$ cat config.mk
export PLATFORM = sky130hd
export DESIGN_NAME = sobel_8_flat
export DESIGN_NICKNAME = d
export VERILOG_FILES = /design/src/rtl/sobel_pkg.sv /design/src/rtl/sobel_if.sv /design/src/rtl/sobel_core.sv /design/src/rtl/sobel_8.sv /design/src/flat_wrapper.sv
export SDC_FILE = /design/constraint.sdc
export NUM_CORES = 1
export LEC_CHECK = 0
export CORE_MARGIN = 8
export CORE_UTILIZATION = 27
export CTS_CLUSTER_SIZE = 24
export DETAILED_ROUTE_END_ITERATION = 6
export DONT_BUFFER_PORTS = 1
export SLEW_MARGIN = 25
export SYNTH_ARGS = -nofsm -noshare
export SYNTH_HDL_FRONTEND = slang
export SYNTH_HIERARCHICAL = 1
export SYNTH_SLANG_ARGS = --single-unit
$ cat constraint.sdc
create_clock -name clk -period 2.39 [get_ports clk]
set_input_delay 0.478 -clock clk [delete_from_list [all_inputs] [get_ports clk]]
set_output_delay 0.478 -clock clk [all_outputs]
set_load 0.02 [all_outputs]
$ cat src/rtl/sobel_pkg.sv
`default_nettype none
// +----------------------------------------------------------------------------+
// | sobel_pkg : shared constants, FSM encoding and helpers for sobel_8          |
// | Revision  : 1.0                                                            |
// +----------------------------------------------------------------------------+
package sobel_pkg;

    localparam int IMG_W_DEFAULT = 256;
    localparam int IMG_H_DEFAULT = 32;
    localparam int GRAD_W        = 11;
    localparam int PIX_W         = 8;
    localparam int CNT_W         = 15;

    typedef enum logic [1:0] {
        ST_IDLE  = 2'd0,
        ST_RUN   = 2'd1,
        ST_DRAIN = 2'd2,
        ST_DONE  = 2'd3
    } state_t;

    // Magnitude of a two's-complement gradient; |-1020| still fits in GRAD_W.
    function automatic logic [GRAD_W-1:0] abs_grad(input logic signed [GRAD_W-1:0] g);
        return g[GRAD_W-1] ? $unsigned(-g) : $unsigned(g);
    endfunction

endpackage
`default_nettype wire

$ cat src/rtl/sobel_if.sv
`default_nettype none
// +----------------------------------------------------------------------------+
// | sobel_if : window-read and result-write port of the padded-frame stage     |
// | Revision : 1.0                                                             |
// +----------------------------------------------------------------------------+
interface sobel_if;
    import sobel_pkg::*;

    logic             rd;
    logic [PIX_W-1:0] pixelr1;
    logic [PIX_W-1:0] pixelr2;
    logic [PIX_W-1:0] pixelr3;
    logic [PIX_W-1:0] pixelr4;
    logic [PIX_W-1:0] pixelr5;
    logic [PIX_W-1:0] pixelr6;
    logic [PIX_W-1:0] pixelr7;
    logic [PIX_W-1:0] pixelr8;
    logic [PIX_W-1:0] pixelr9;
    logic             wr;
    logic [PIX_W-1:0] pixelw;

    modport master (
        output rd, wr, pixelw,
        input  pixelr1, pixelr2, pixelr3, pixelr4, pixelr5,
               pixelr6, pixelr7, pixelr8, pixelr9
    );

    modport slave (
        input  rd, wr, pixelw,
        output pixelr1, pixelr2, pixelr3, pixelr4, pixelr5,
               pixelr6, pixelr7, pixelr8, pixelr9
    );

endinterface
`default_nettype wire

$ cat src/rtl/sobel_core.sv
`default_nettype none
// +----------------------------------------------------------------------------+
// | sobel_core : 3-stage |Gx|+|Gy| datapath, saturated to 8 bits               |
// | Build macro: SOBEL_THRESH_EN selects binarised output against thresh       |
// | Revision   : 1.0                                                           |
// +----------------------------------------------------------------------------+
module sobel_core
    import sobel_pkg::*;
(
    input  wire              clk,
    input  wire              rst,
    input  wire [PIX_W-1:0]  p1,
    input  wire [PIX_W-1:0]  p2,
    input  wire [PIX_W-1:0]  p3,
    input  wire [PIX_W-1:0]  p4,
    input  wire [PIX_W-1:0]  p5,
    input  wire [PIX_W-1:0]  p6,
    input  wire [PIX_W-1:0]  p7,
    input  wire [PIX_W-1:0]  p8,
    input  wire [PIX_W-1:0]  p9,
    input  wire              in_valid,
    input  wire [PIX_W-1:0]  thresh,
    output logic [PIX_W-1:0] pixelw,
    output logic             wr,
    output logic             pipe_empty
);

    logic signed [GRAD_W-1:0] w_gx;
    logic signed [GRAD_W-1:0] w_gy;
    logic signed [GRAD_W-1:0] r_gx;
    logic signed [GRAD_W-1:0] r_gy;
    logic                     r_v1;
    logic [GRAD_W-1:0]        r_mag;
    logic                     r_v2;
    logic [PIX_W-1:0]         w_sat;
    logic [PIX_W-1:0]         r_pix;
    logic                     r_wr;

    // The centre pixel p5 carries zero weight in both kernels.
    logic w_unused_p5;
    assign w_unused_p5 = ^p5;

    // Zero-extended sums wrap correctly into the signed GRAD_W result.
    assign w_gx = (GRAD_W'(p3) + (GRAD_W'(p6) << 1) + GRAD_W'(p9))
                - (GRAD_W'(p1) + (GRAD_W'(p4) << 1) + GRAD_W'(p7));
    assign w_gy = (GRAD_W'(p7) + (GRAD_W'(p8) << 1) + GRAD_W'(p9))
                - (GRAD_W'(p1) + (GRAD_W'(p2) << 1) + GRAD_W'(p3));

    always_ff @(posedge clk or posedge rst) begin
        if (rst) begin
            r_gx  <= '0;
            r_gy  <= '0;
            r_v1  <= 1'b0;
            r_mag <= '0;
            r_v2  <= 1'b0;
        end else begin
            r_v1 <= in_valid;
            if (in_valid) begin
                r_gx <= w_gx;
                r_gy <= w_gy;
            end
            r_v2  <= r_v1;
            r_mag <= abs_grad(r_gx) + abs_grad(r_gy);
        end
    end

    assign w_sat = (r_mag > GRAD_W'(255)) ? PIX_W'(255) : r_mag[PIX_W-1:0];

    always_ff @(posedge clk or posedge rst) begin
        if (rst) begin
            r_pix <= '0;
            r_wr  <= 1'b0;
        end else begin
            r_wr <= r_v2;
`ifdef SOBEL_THRESH_EN
            r_pix <= (w_sat >= thresh) ? {PIX_W{1'b1}} : '0;
`else
            r_pix <= w_sat;
`endif
        end
    end

`ifndef SOBEL_THRESH_EN
    logic w_unused_thresh;
    assign w_unused_thresh = ^thresh;
`endif

    assign pixelw = r_pix;
    assign wr     = r_wr;
    // Empty once the only remaining valid is the write now on the output.
    assign pipe_empty = ~(in_valid | r_v1 | r_v2);

endmodule
`default_nettype wire

$ cat src/rtl/sobel_8.sv
`default_nettype none
// +----------------------------------------------------------------------------+
// | sobel_8 : frame sequencer around sobel_core (build macro SOBEL_THRESH_EN)  |
// | Revision: 1.0                                                              |
// +----------------------------------------------------------------------------+
module sobel_8
    import sobel_pkg::*;
#(
    parameter int IMG_W = IMG_W_DEFAULT,
    parameter int IMG_H = IMG_H_DEFAULT
) (
    input  wire             clk,
    input  wire             rst,
    input  wire             start,
    input  wire [PIX_W-1:0] thresh,
    sobel_if.master         bus,
    output logic            busy,
    output logic            done
);

    localparam logic [CNT_W-1:0] c_LAST_RD = CNT_W'(IMG_W * IMG_H - 1);

    state_t           r_state;
    state_t           w_state_nxt;
    logic [CNT_W-1:0] r_rd_cnt;
    logic             r_in_valid;
    logic             w_rd;
    logic             w_last_rd;
    logic             w_pipe_empty;
    logic             w_wr;
    logic [PIX_W-1:0] w_pixelw;

    assign w_last_rd = (r_rd_cnt == c_LAST_RD);

    always_ff @(posedge clk or posedge rst) begin
        if (rst) begin
            r_state <= ST_IDLE;
        end else begin
            r_state <= w_state_nxt;
        end
    end

    always_comb begin
        w_state_nxt = r_state;
        w_rd        = 1'b0;
        busy        = 1'b0;
        done        = 1'b0;
        case (r_state)
            ST_IDLE: begin
                if (start) w_state_nxt = ST_RUN;
            end
            ST_RUN: begin
                w_rd = 1'b1;
                busy = 1'b1;
                if (w_last_rd) w_state_nxt = ST_DRAIN;
            end
            ST_DRAIN: begin
                busy = 1'b1;
                if (w_pipe_empty) w_state_nxt = ST_DONE;
            end
            ST_DONE: begin
                done        = 1'b1;
                w_state_nxt = ST_IDLE;
            end
            default: w_state_nxt = ST_IDLE;
        endcase
    end

    // Counter only moves in RUN, so a start seen while busy cannot disturb it.
    always_ff @(posedge clk or posedge rst) begin
        if (rst) begin
            r_rd_cnt   <= '0;
            r_in_valid <= 1'b0;
        end else begin
            r_in_valid <= w_rd;
            if (r_state == ST_RUN && !w_last_rd) begin
                r_rd_cnt <= r_rd_cnt + 1'b1;
            end else begin
                r_rd_cnt <= '0;
            end
        end
    end

    sobel_core u_core (
        .clk        (clk),
        .rst        (rst),
        .p1         (bus.pixelr1),
        .p2         (bus.pixelr2),
        .p3         (bus.pixelr3),
        .p4         (bus.pixelr4),
        .p5         (bus.pixelr5),
        .p6         (bus.pixelr6),
        .p7         (bus.pixelr7),
        .p8         (bus.pixelr8),
        .p9         (bus.pixelr9),
        .in_valid   (r_in_valid),
        .thresh     (thresh),
        .pixelw     (w_pixelw),
        .wr         (w_wr),
        .pipe_empty (w_pipe_empty)
    );

    assign bus.rd     = w_rd;
    assign bus.wr     = w_wr;
    assign bus.pixelw = w_pixelw;

endmodule
`default_nettype wire

$ cat src/flat_wrapper.sv
// flat-port wrapper written by rule: the top's interface ports become plain ports
module sobel_8_flat import sobel_pkg::*;
#(
    parameter int IMG_W = IMG_W_DEFAULT,
    parameter int IMG_H = IMG_H_DEFAULT
)
  (clk, rst, start, thresh, busy, done, bus_rd, bus_wr, bus_pixelw, bus_pixelr1, bus_pixelr2, bus_pixelr3, bus_pixelr4, bus_pixelr5, bus_pixelr6, bus_pixelr7, bus_pixelr8, bus_pixelr9);
  sobel_if bus_i ();
  input  wire clk;
  input  wire rst;
  input  wire start;
  input  wire [PIX_W-1:0] thresh;
  output logic busy;
  output logic done;
  output wire logic [$bits(bus_i.rd)-1:0] bus_rd;
  output wire logic [$bits(bus_i.wr)-1:0] bus_wr;
  output wire logic [$bits(bus_i.pixelw)-1:0] bus_pixelw;
  input wire logic [$bits(bus_i.pixelr1)-1:0] bus_pixelr1;
  input wire logic [$bits(bus_i.pixelr2)-1:0] bus_pixelr2;
  input wire logic [$bits(bus_i.pixelr3)-1:0] bus_pixelr3;
  input wire logic [$bits(bus_i.pixelr4)-1:0] bus_pixelr4;
  input wire logic [$bits(bus_i.pixelr5)-1:0] bus_pixelr5;
  input wire logic [$bits(bus_i.pixelr6)-1:0] bus_pixelr6;
  input wire logic [$bits(bus_i.pixelr7)-1:0] bus_pixelr7;
  input wire logic [$bits(bus_i.pixelr8)-1:0] bus_pixelr8;
  input wire logic [$bits(bus_i.pixelr9)-1:0] bus_pixelr9;
  assign bus_rd = bus_i.rd;
  assign bus_wr = bus_i.wr;
  assign bus_pixelw = bus_i.pixelw;
  assign bus_i.pixelr1 = bus_pixelr1;
  assign bus_i.pixelr2 = bus_pixelr2;
  assign bus_i.pixelr3 = bus_pixelr3;
  assign bus_i.pixelr4 = bus_pixelr4;
  assign bus_i.pixelr5 = bus_pixelr5;
  assign bus_i.pixelr6 = bus_pixelr6;
  assign bus_i.pixelr7 = bus_pixelr7;
  assign bus_i.pixelr8 = bus_pixelr8;
  assign bus_i.pixelr9 = bus_pixelr9;
  sobel_8 #(.IMG_W(IMG_W), .IMG_H(IMG_H)) u_core (.clk(clk), .rst(rst), .start(start), .thresh(thresh), .bus(bus_i), .busy(busy), .done(done));
endmodule
==> impl_metrics.json, run 1 <==
{
  "start_kind": "input pin",
  "drtAntennaViolNets": 0,
  "p_leak_nw": 3.49,
  "clk_latency_ps": 330,
  "htree_num_levels": 3,
  "clkTransAtPathRegs_ps": 50,
  "cts_num_sinks": 62,
  "placed_area_mm2": 0.00685,
  "worstPathRequired_ps": 2600,
  "rsz0062_at_grt": "yes",
  "relSlewSlack_pct": 52.8,
  "placementRows": 53,
  "routedWlPerCell_um": 13.7,
  "critical_path_class": "input pin to register",
  "min_period_over_period_pct": 167,
  "drv_cap": 0,
  "io_buffers": 0,
  "synth-edff-count": 0,
  "syn_inst": 584,
  "root_buffer": "clkbuf_16",
  "setup_viol": 18,
  "layout_common_cells": "inv_1 (91), buf_4 (88), dfrtp_1 (60), fa_1 (51), ha_1 (35)",
  "clk_path_buf_depth": 2,
  "grt_util_all_layers_pct": 10.3,
  "layout_commonest_cell": "inv_1",
  "reg2reg_from": "u_core/u_core/r_gx[2]",
  "antenna_found_initial": 0,
  "fmax_mhz": 251,
  "hold_violations": 0,
  "drc_errors": 0,
  "fin_nets": 873,
  "power.total_w": 0.0123,
  "holdCritPathClass": "input pin to asynchronous set/reset pin",
  "async_flop_share_pct": 100,
  "design_area_mm2": 0.00764,
  "cts_hold_buf": 0,
  "avgViaCountPerCell": 4.41,
  "synth_nets": 776,
  "wl_um": 13100,
  "drtIter0Drc": 112,
  "ys_seq_area_share_pct": 27.0,
  "grt_pass1_vias": 4619,
  "skew_ps": 6.89,
  "place_ws_ps": -2100,
  "seq_area_mm2": 0.00155,
  "drive_above_1_share_pct": 32.0,
  "status": "finished with violations",
  "grt_max_degree": 34,
  "firstDrtPassIters": 4,
  "yosys.cell_types.count": 60,
  "reg2reg_slack_ps": 70,
  "rr_worst_depth": 10,
  "overflow": 0,
  "core_area_mm2": 0.0210,
  "initial_utilization_pct": 27.4,
  "synth.yosys.warnings": 6,
  "arrival_ps": 4190,
  "period_minus_slack_ps": 3990,
  "die_y_um": 162,
  "powerDensity_mw_per_mm2": 1610,
  "end_kind": "register",
  "synthesis.area_mm2": 0.00575,
  "violations": "negative setup slack",
  "area_growth_pct": 32.9,
  "multiInputGateArea_mm2": 0.00434,
  "path_max_fanout": 4,
  "tightest_slew_ps": 707,
  "avgSynthCellArea_um2": 9.85,
  "grt_pass1_wl_um": 22100,
  "die_width_um": 162,
  "dp_hpwl_um": 10700,
  "routabilityCongestion": 0.801,
  "routed-via-count": 4233,
  "ys_ff_latch": 62,
  "ios": 95,
  "drv_slew": 0,
  "cts_tree": "yes",
  "fillerInstances": 2105,
  "cts_buffers": 9,
  "die_area_mm2": 0.0262,
  "holdWs_ps": 32.9,
  "dp_cells": 930,
  "diodes": 0,
  "synthFlopType": "dfrtp_1",
  "stdcell_count": 960,
  "r2r_end": "u_core/u_core/r_mag[10]",
  "setup_ws_ps": -1600,
  "vdd_drop_max_uv": 731
}
-- synth_stat cells, types with 3 or more instances --
cell type  count  share of area, %
o21bai_1       4              0.52
and2_1         5              0.54
nand2b_1      14               1.5
xnor2_1       34               5.2
o21a_1         6              0.78
nand2_1       30               2.0
o21ai_0       28               2.4
clkbuf_1       7              0.46
dfrtp_1       62                27
nand3_1       12               1.0
a211oi_1       7              0.91
nand3b_1       4              0.52
nor3_1         9              0.78
xor2_1        16               2.4
o31ai_1        7              0.91
nor2b_1        4              0.44
o21ai_1        3              0.26
ha_1          53                12
fa_1          56                19
o41ai_1        3              0.46
a21o_1         8               1.0
nor2_1        25               1.6
inv_1        106               6.9
mux2_2         6               1.2
and3_1         8              0.87
a21oi_1       23               2.0
nand4_1        4              0.44
-- worst max-delay path: stages --
cell and delay (ps):
ha_4 160, inv_2 50, fa_2 190, nor2b_1 50, o21ai_1 140, nand2b_1 110, a221oi_2 260, xor2_1 200
fa_1 460, fa_1 530, inv_1 50, fa_1 490, inv_2 50, ha_4 230, a21oi_4 190, o21ai_1 80
a21oi_1 150, xnor2_1 80, mux2_4 260
-- through the flow --
stage	setup TNS, ps	util (%)
after floorplan	-19310	-
after global placement	-24820	32.7
after detailed placement	-25410	32.7
after CTS	-17030	35.1
after global routing	-19630	36.5
final	-17670	36.5
-- routing by layer --
| metal | vias up | routed length (um) | global-route usage (%) |
|---|---|---|---|
| met5 | - | 0 | 0 |
| met2 | 63 | 6760 | 19.0 |
| li1 | 2129 | - | - |
| met4 | 0 | 104 | 2.10 |
| met3 | 10 | 704 | 3.16 |
| met1 | 2031 | 5580 | 11.5 |
-- sequential cells by signal, summed over array words and instances (netlist names) --
register	count
u_core/u_core/r_v2	1
u_core/u_core/wr	1
u_core/u_core/pixelw	8
u_core/r_state	2
u_core/r_rd_cnt	15
u_core/u_core/r_gx	11
u_core/u_core/r_gy	11
u_core/u_core/r_v1	1
u_core/r_in_valid	1
u_core/u_core/r_mag	11
-- timing repair --
action                     in CTS  in global routing
setup endpoints to repair      22                 24
buffers inserted                6                 10
pin swaps                      33                 41
gates resized for setup        44                 46
-- area by class of cell --
class                           count  area share [%]
Timing Repair Buffer               93            9.38
Clock inverter                      1          0.0655
Multi-Input combinational cell    409            56.8
Clock buffer                       14            3.45
Tap cell                          275            4.50
Inverter                          106            5.47
Sequential cell                    62            20.3
-- power breakdown --
part | switching, W | total (W) | leakage [nW] | internal (W)
logic | 0.00414 | 0.00927 | 2.65 | 0.00513
registers | 0.000355 | 0.00184 | 0.707 | 0.00148
clock network | 0.000424 | 0.00117 | 0.133 | 0.000750
total | 0.00492 | 0.0123 | 3.49 | 0.00736
-- cells by family after synthesis --
family,share of synthesized area [%]
AO/OA/AOI/OAI,13.0
XOR/XNOR,7.62
adder cells (fa/ha/maj),31.0
buffers and inverters,7.38
flip-flops,27.0
multiplexers,1.37
AND/OR/NAND/NOR,12.6
-- worst max path at each step --
stage	start	endpoint	slack (ps)	cells after the start
after floorplan	bus_pixelr1[1]	u_core/u_core/r_gy[10]	-1840	19
after global placement	bus_pixelr1[1]	u_core/u_core/r_gy[10]	-2010	19
after detailed placement	bus_pixelr1[1]	u_core/u_core/r_gy[10]	-2100	19
after CTS	bus_pixelr1[1]	u_core/u_core/r_gy[10]	-1620	19
after global routing	bus_pixelr1[1]	u_core/u_core/r_gy[10]	-1740	19
final	bus_pixelr1[1]	u_core/u_core/r_gy[10]	-1600	19
(Power assumes the default switching activity.)
==> run 2: changes to the inputs <==
--- a/config.mk
+++ b/config.mk
@@ -7,9 +7,11 @@
 export LEC_CHECK = 0
 export CORE_MARGIN = 8
 export CORE_UTILIZATION = 27
+export CTS_BUF_LIST = sky130_fd_sc_hd__clkbuf_16
 export CTS_CLUSTER_SIZE = 24
 export DETAILED_ROUTE_END_ITERATION = 6
 export DONT_BUFFER_PORTS = 1
+export PLACE_DENSITY = 0.39
 export SLEW_MARGIN = 25
 export SYNTH_ARGS = -nofsm -noshare
 export SYNTH_HDL_FRONTEND = slang
==> impl_metrics.json, run 2 (synthesized netlist as in run 1, its figures left out) <==
{
  "status": "finished with violations",
  "violations": "negative setup slack",
  "firstDrtPassIters": 4,
  "dp_cells": 928,
  "drv_cap": 0,
  "crit_path_frequent_cell": "fa_1",
  "fin_nets": 872,
  "hold_violations": 0,
  "design_area_mm2": 0.00771,
  "dp_hpwl_um": 11600,
  "largest_register_ffs": 15,
  "arrival_ps": 4240,
  "cts_buffers": 9,
  "drv_slew": 0,
  "diodes": 0,
  "skew_ps": 5.92,
  "area_growth_pct": 34.0,
  "path_max_fanout": 3,
  "drtAntennaViolNets": 0,
  "min_period_over_period_pct": 169,
  "period_minus_slack_ps": 4030,
  "routedWlPerCell_um": 14.5,
  "worstPathRequired_ps": 2610,
  "vdd_drop_max_uv": 563,
  "critical_path_class": "input pin to register",
  "powerDensity_mw_per_mm2": 1650,
  "multiInputGateArea_mm2": 0.00435,
  "layout_common_cells": "inv_1 (90), buf_4 (83), dfrtp_1 (61), fa_1 (51), ha_1 (39)",
  "htree_num_levels": 3,
  "core_area_mm2": 0.0210,
  "drc_errors": 0,
  "clk_latency_ps": 340,
  "holdCritPathClass": "input pin to asynchronous set/reset pin",
  "drtIter0Drc": 60,
  "cp_top_family": "adder cells",
  "seq_area_mm2": 0.00155,
  "cp_cell_sequence": "ha_4, inv_2, fa_2, nor2b_2, o21ai_1, nand2b_1, a221oi_2, xor2_1, fa_1, fa_1, inv_1, fa_1, inv_2, ha_4, nand2_4, nor3_4, a21oi_2, xnor2_1, mux2_4",
  "tightest_slew_ps": 818,
  "io_buffers": 0,
  "root_buffer": "clkbuf_16",
  "avgViaCountPerCell": 4.41,
  "grt_pass1_vias": 4698,
  "setup_ws_ps": -1640,
  "rsz0062_at_grt": "yes",
  "max_stage_delay_ps": 540,
  "setup_viol": 18,
  "stdcell_count": 960,
  "cts_tree": "yes",
  "crit_buf_inv": 3,
  "layout_commonest_cell": "inv_1",
  "relSlewSlack_pct": 45.0,
  "clk_path_buf_depth": 2,
  "die_width_um": 162,
  "drive_above_1_share_pct": 32.1,
  "cts_num_sinks": 62,
  "overflow": 0,
  "placed_area_mm2": 0.00684,
  "wl_um": 14000,
  "placementRows": 53,
  "die_y_um": 162,
  "holdWs_ps": 77.6,
  "routabilityCongestion": 0.779,
  "grt_pass1_wl_um": 23300,
  "start_kind": "input pin",
  "initial_utilization_pct": 27.4,
  "p_leak_nw": 3.51,
  "end_kind": "register",
  "grt_util_all_layers_pct": 11.0,
  "routed-via-count": 4236,
  "grt_max_degree": 34,
  "regMostFlops": "u_core/r_rd_cnt",
  "die_area_mm2": 0.0262,
  "place_ws_ps": -2020,
  "fillerInstances": 2171,
  "fmax_mhz": 248,
  "antenna_found_initial": 0,
  "clkTransAtPathRegs_ps": 50,
  "ios": 95,
  "cp_slowest_cell": "fa_1"
}
-- run 2: cell types whose count changed in the layout (fill, tap and decap cells not counted), sizes merged --
cell / before / now
clkinv: 1 / 4
clkbuf: 14 / 9
buf: 93 / 92
clkinvlp: 0 / 1
bufinv: 0 / 2
-- run 2: area by class of cell --
class                      count  share of cell area (%)
multi-input combinational    409                    56.5
sequential                    62                    20.1
timing repair buffer          92                    9.40
inverter                     106                    5.45
tap                          275                    4.46
clock buffer                   9                    2.92
clock inverter                 7                    1.15
-- run 2: worst reg2reg max path, delay by kind of cell, from the launching register on --
family / cells / cell delay [ps]
flops: 1 / 390
xor+xnor: 2 / 220
simple gates: 3 / 630
fa+ha+maj: 1 / 340
compound gates: 4 / 630
-- run 2: per-stage QoR --
stage / power (W) / setup TNS [ps] / utilization [%]
2_1_floorplan: 0.00710 / -19310 / -
3_3_place_gp: 0.00957 / -25260 / 32.6
3_5_place_dp: 0.00960 / -25450 / 32.6
4_1_cts: 0.0117 / -17640 / 35.1
5_1_grt: 0.0139 / -19540 / 36.8
6_report: 0.0127 / -17100 / 36.8
-- run 2: what timing repair did --
action | 4_1_cts | 5_1_grt
setup buffers | 4 | 13
gates resized for setup | 47 | 54
hold buffers | 0 | 0
setup endpoints to repair | 22 | 24
pin swaps | 31 | 49
-- run 2: worst paths after layout --
path                       slack (ps)  cells past startpoint                 endpoint             startpoint
max                             -1640                     19   u_core/u_core/r_gy[10]         bus_pixelr1[1]
min                                80                      1         u_core/u_core/wr                    rst
max reg2reg                        80                     10  u_core/u_core/r_mag[10]  u_core/u_core/r_gx[3]
min reg2reg                       370                      0       u_core/u_core/r_v2     u_core/u_core/r_v1
max in group asynchronous        1740                      2   u_core/u_core/r_gx[10]                    rst
min in group clk                  370                      0       u_core/u_core/r_v2     u_core/u_core/r_v1
-- run 2: per-layer routing --
metal,vias up,track usage [%],routed length [um]
li1,2127,-,-
met1,2016,12.5,5930
met2,79,19.1,6910
met3,14,3.44,899
met4,0,4.04,233
met5,-,0,0
-- run 2: power by group --
group	switching (W)	leakage (nW)	internal, W
Clock	0.000472	0.150	0.000904
Combinational	0.00428	2.65	0.00524
Sequential	0.000346	0.708	0.00148
